**config.mk**
```make
export PLATFORM = sky130hd
export DESIGN_NAME = mo_mul_pipe
export DESIGN_NICKNAME = d
export VERILOG_FILES = /design/src/rtl/mo_mul_pipe.sv
export SDC_FILE = /design/constraint.sdc
export NUM_CORES = 1
export LEC_CHECK = 0
export CAP_MARGIN = 10
export CORE_ASPECT_RATIO = 1.5
export CORE_MARGIN = 5
export CORE_UTILIZATION = 25
export DETAILED_ROUTE_END_ITERATION = 10
export GPL_TIMING_DRIVEN = 0
export PLACE_DENSITY = 0.46
export SYNTH_ARGS = -nofsm -noshare
export SYNTH_HDL_FRONTEND = slang
export SYNTH_SLANG_ARGS = --single-unit
```
**constraint.sdc**
```tcl
create_clock -name clk -period 4.1 [get_ports clk]
set_input_delay 0.615 -clock clk [delete_from_list [all_inputs] [get_ports clk]]
set_output_delay 0.615 -clock clk [all_outputs]
set_load 0.005 [all_outputs]
```
**src/rtl/mo_mul_pipe.sv**
```systemverilog
// mo_mul_pipe: handshaked, multi-lane Montgomery modular multiplier.
// Computes c = a*b*R^-1 mod Q with R = 2^DATA_WIDTH for LANES parallel lanes
// that share one valid/ready handshake and one set of stage valid bits.
//
// Build option:
//   MO_MUL_CANON_EN  defined   -> fourth stage subtracts Q once, c in [0,Q),
//                                 latency 4.
//                    undefined -> lazy result c = u in [0,2Q), latency 3.
//
// Pipeline per lane:
//   S1  t = a*b                              (2W bits)
//   S2  m = (t mod R)*QPRIME mod R, t carried
//   S3  u = (t + m*Q) >> W                   (W+1 bits, u < 2Q)
//   S4  c = (u >= Q) ? u-Q : u               (canonical build only)

module mo_mul_pipe #(
    parameter int Q          = 3329,
    parameter int DATA_WIDTH = 12,
    parameter int QPRIME     = 3327,
    parameter int LANES      = 1
) (
    input  logic                            clk,
    input  logic                            rst,
    input  logic                            in_valid,
    output logic                            in_ready,
    input  logic [LANES*DATA_WIDTH-1:0]     a,
    input  logic [LANES*DATA_WIDTH-1:0]     b,
    output logic                            out_valid,
    input  logic                            out_ready,
    output logic [LANES*(DATA_WIDTH+1)-1:0] c
);

    localparam int W  = DATA_WIDTH;
    localparam int UW = DATA_WIDTH + 1;

`ifdef MO_MUL_CANON_EN
    localparam int MUL_STAGE_CNT = 4;
`else
    localparam int MUL_STAGE_CNT = 3;
`endif

    localparam logic [W-1:0] Q_W      = W'(Q);
    localparam logic [W-1:0] QPRIME_W = W'(QPRIME);

    // Handshake: a transfer happens on a rising edge where valid && ready.
    // The whole pipeline moves as one shift register gated by en; when the
    // last stage holds a result the consumer has not taken, everything
    // (including the input side) freezes, so in_ready = en. When the last
    // stage is empty the pipe advances regardless of out_ready, which lets
    // leading bubbles drain toward the output. Bubbles are never collapsed.
    logic                     en;
    logic [MUL_STAGE_CNT-1:0] vld;

    assign en        = !out_valid || out_ready;
    assign in_ready  = en;
    assign out_valid = vld[MUL_STAGE_CNT-1];

    // Shared stage valid bits: shift in in_valid whenever the pipe advances.
    always_ff @(posedge clk or negedge rst) begin
        if (!rst) begin
            vld <= '0;
        end else if (en) begin
            vld <= {vld[MUL_STAGE_CNT-2:0], in_valid};
        end
    end

    for (genvar l = 0; l < LANES; l++) begin : g_lane
        logic [W-1:0]   a_l;
        logic [W-1:0]   b_l;
        logic [2*W-1:0] prod;
        logic [W-1:0]   m_next;
        logic [2*W:0]   mq;
        logic [2*W:0]   sum;
        logic [UW-1:0]  u_next;

        logic [2*W-1:0] s1_t;
        logic [2*W-1:0] s2_t;
        logic [W-1:0]   s2_m;
        logic [UW-1:0]  s3_u;

        assign a_l = a[l*W +: W];
        assign b_l = b[l*W +: W];

        // Full-width product; zero-extend both operands so nothing truncates.
        assign prod = {{W{1'b0}}, a_l} * {{W{1'b0}}, b_l};

        // Evaluated at W bits, so the multiply wraps mod R by construction.
        assign m_next = s1_t[W-1:0] * QPRIME_W;

        // m*Q + t fits in 2W+1 bits; its low W bits are zero because
        // m was chosen so that t + m*Q == 0 mod R. Only the top W+1 bits
        // are kept.
        assign mq     = {{(W+1){1'b0}}, s2_m} * {{(W+1){1'b0}}, Q_W};
        assign sum    = {1'b0, s2_t} + mq;
        assign u_next = UW'(sum >> W);

        // S1: register the raw product. Data is captured even for bubbles;
        // only the shared valid bits say whether a slot is live.
        always_ff @(posedge clk or negedge rst) begin
            if (!rst) begin
                s1_t <= '0;
            end else if (en) begin
                s1_t <= prod;
            end
        end

        // S2: compute the Montgomery quotient and carry the product along.
        always_ff @(posedge clk or negedge rst) begin
            if (!rst) begin
                s2_t <= '0;
                s2_m <= '0;
            end else if (en) begin
                s2_t <= s1_t;
                s2_m <= m_next;
            end
        end

        // S3: reduced, lazy-form result u in [0,2Q).
        always_ff @(posedge clk or negedge rst) begin
            if (!rst) begin
                s3_u <= '0;
            end else if (en) begin
                s3_u <= u_next;
            end
        end

`ifdef MO_MUL_CANON_EN
        localparam logic [UW-1:0] Q_U = UW'(Q);

        logic [UW-1:0] c_next;
        logic [UW-1:0] s4_c;

        // One conditional subtraction is enough because u < 2Q.
        assign c_next = (s3_u >= Q_U) ? (s3_u - Q_U) : s3_u;

        // S4: canonical result register.
        always_ff @(posedge clk or negedge rst) begin
            if (!rst) begin
                s4_c <= '0;
            end else if (en) begin
                s4_c <= c_next;
            end
        end

        assign c[l*UW +: UW] = s4_c;
`else
        assign c[l*UW +: UW] = s3_u;
`endif
    end

endmodule
```
==> reports/metrics.cfg <==
[status]
status=finished with violations
failed_checks=setup timing

[drt]
drtAntennaViolNets=0
viasPerCell=4.24
first_pass_iters=4
drc_errors=0
drt_iter0_markers=312
dr_total_vias=8647
wire_per_inst_um=14.8
wl_mm=30.3

[sta]
post-route-min-period_ps=4910
fmax_ghz=0.204
tns_ps=-8790
finalMaxSlewViolations=0
finalCritPeriodShare_pct=120
finalSetupViolations=19
rsz0062_at_grt=yes
tightest_slew_ps=796
layout_setup_ws_ps=-806
clock-skew-final_ps=9.90
slew_headroom_pct=46.9
hold_viol=0

[synthesis]
synth_ff_type=dfrtp_1
synth.top_cells.by_area=fa_1 27%, ha_1 20%, dfrtp_1 16%
synth_edf_count=0
syn-instance-count=1284
yosys.area.top_type=fa_1
syn-cell-area_um2=11500
synth_warnings=0
synth_top_area_share_pct=27.1
synthArstFlopShare_pct=100
synth_nets=1652
syn_avg_cell_area_um2=8.93
ys_seq_elements=75
ys_seq_area_share_pct=16.4
synthDistinctLibCells=57

[critical_path]
cp.arrival_ps=5110
cp.required_ps=4310
end_kind=flip-flop
path_class=in -> reg
cp.depth=21
startpoint_type=primary input
r2r_cells=17
slowest_delay_ps=530
worstPathMaxFanout=5
path_buf_inv=7
crit_top_cell=fa_1
crit_family=adder cells
cp_slowest_cell=fa_1
crit_chain=buf_6 > buf_8 > buf_6 > and2_4 > fa_1 > fa_1 > fa_1 > fa_1 > inv_1 > fa_1 > inv_2 > ha_4 > buf_6 > nand3_2 > nand2_2 > a41oi_4 > nor3_4 > o31a_1 > buf_4 > xnor2_1 > a21oi_1

[global_routing]
grt_start_max_net_pins=64
grt_pass1_vias=9531
grt.total_usage_pct=12.3
overflow=0
grt_pass1_wl_mm=48.9
busiest_layer=met2
grtUsageMet3_pct=1.24
met2_usage_pct=24.9
antenna_found_initial=0
met1_usage_pct=13.0

[job]
maxCapViolations=0

[floorplanning]
io_pins=43
num_rows=96
die_h_um=272
start_util_pct=25.2
die_w_um=185
core-area_um2=45500
dieArea_um2=50300

[clock_network]
postCtsHoldBufs=0
cts_tree=built
path_clk_slew_ps=70
numClockSinks=75
cts_buffer_depth=2
ctsHtreeMaxLevel=3
cts-root-buf=clkbuf_16
cts_buffers=9
clock_latency_ps=360

[layout]
drive_gt1_share_pct=25.8
final_util_pct=33.3
diodes=0
syn2layout_area_growth_pct=32.2
num-nets-final=1815

[place]
hpwl_mm=24.2
port_buffers=42
gp_congestion=0.786

[hold_path]
hold_path_class=in -> async

worst paths after layout:
check / slack (ps) / end / from
max in group asynchronous: 3380 / g_lane[0].s2_m[3] / rst
setup reg to reg: -70 / c[12] / g_lane[0].s2_m[2]
hold reg to reg: 470 / g_lane[0].s2_t[23] / g_lane[0].s1_t[23]
hold / removal: 100 / c[12] / rst
setup / recovery: -810 / g_lane[0].s1_t[21] / b[7]
min in group clk: 470 / g_lane[0].s2_t[23] / g_lane[0].s1_t[23]
routing by layer:
| metal | wire length, um | share of wire [%] | vias to the layer above |
|---|---|---|---|
| li1 | - | - | 4280 |
| met1 | 11600 | 38 | 4232 |
| met2 | 17300 | 57 | 90 |
| met3 | 533 | 1.8 | 45 |
| met4 | 786 | 2.6 | 0 |
| met5 | 0 | 0 | - |
kinds of logic (layout without fill, tap and decap cells):
family / count (synthesis) / after routing / share of synthesized area, %
adder cells (fa/ha/maj): 340 / 340 / 47.3
AND/OR/NAND/NOR: 349 / 349 / 14.1
multiplexers: 1 / 1 / 0.0873
AO/OA/AOI/OAI: 136 / 136 / 7.76
flip-flops: 75 / 75 / 16.4
buffers and inverters: 340 / 508 / 11.1
XOR/XNOR: 43 / 43 / 3.29
registers in the layout, indices dropped and copies added, names as in the netlist:
register / count
g_lane.s1_t: 24
g_lane.s2_t: 23
c: 13
g_lane.s2_m: 12
vld: 3
what timing repair did:
item / CTS / global route
endpoints found under the setup margin: 30 / 30
pin swaps: 120 / 117
setup buffers: 90 / 20
gates resized for setup: 243 / 98
cells in the final DEF (no fill, tap or decap), types with 4 or more instances in the layout:
cell               n
buf_4             84
fa_2              24
nor3_1             4
fa_1             131
buf_2              4
xnor2_2            4
clkdlybuf4s50_1   17
nor3_4             4
o21ai_0           20
nand2_2           11
a21oi_2           13
a21oi_1           29
inv_1            266
nand3_1            6
dfrtp_1           60
xnor2_1           21
nand2b_1           6
dfrtp_2           15
nor2_1            33
and2_1            41
clkbuf_8          14
buf_8             12
buf_6             32
clkbuf_1          18
xor2_1            16
and2_4            15
ha_1             147
inv_2             32
clkbuf_16         15
ha_2               6
a21o_1            15
o21ai_1           14
ha_4              32
nand2_4            5
inv_6              4
nand2_1          191
o21a_1             5
or3_1              4
area by class of cell:
| class | instances | area (um^2) |
|---|---|---|
| timing repair buffer | 152 | 1400 |
| inverter | 298 | 1120 |
| fill | 4579 | 30400 |
| clock inverter | 5 | 65.1 |
| multi-input combinational | 869 | 9220 |
| buffer | 42 | 473 |
| sequential | 75 | 1900 |
| tap | 588 | 736 |
| clock buffer | 11 | 253 |
synth_stat cells, drive strengths merged (8+ instances only):
| cell type | count |
|---|---|
| nor3 | 9 |
| xnor2 | 26 |
| dfrtp | 75 |
| xor2 | 17 |
| nor2 | 34 |
| ha | 185 |
| a21o | 16 |
| fa | 155 |
| nand3 | 8 |
| clkbuf | 42 |
| o21ai | 38 |
| and2 | 56 |
| a21oi | 43 |
| inv | 298 |
| nand2 | 207 |
metrics by stage:
| step | worst slack [ps] | cells | cell area (um^2) | hold WS (ps) |
|---|---|---|---|---|
| after floorplan | -797 | 1284 | 11900 | 319 |
| after global placement | -1930 | 1914 | 13100 | 452 |
| after detailed placement | -1920 | 1915 | 13100 | 457 |
| after CTS | -983 | 2021 | 14600 | 99.2 |
| after global routing | -1030 | 2040 | 15200 | 114 |
| final | -806 | 2040 | 15200 | 105 |
Power is not shown: default switching activity piles up to over one toggle a cycle in this logic, so the estimate is an artifact.
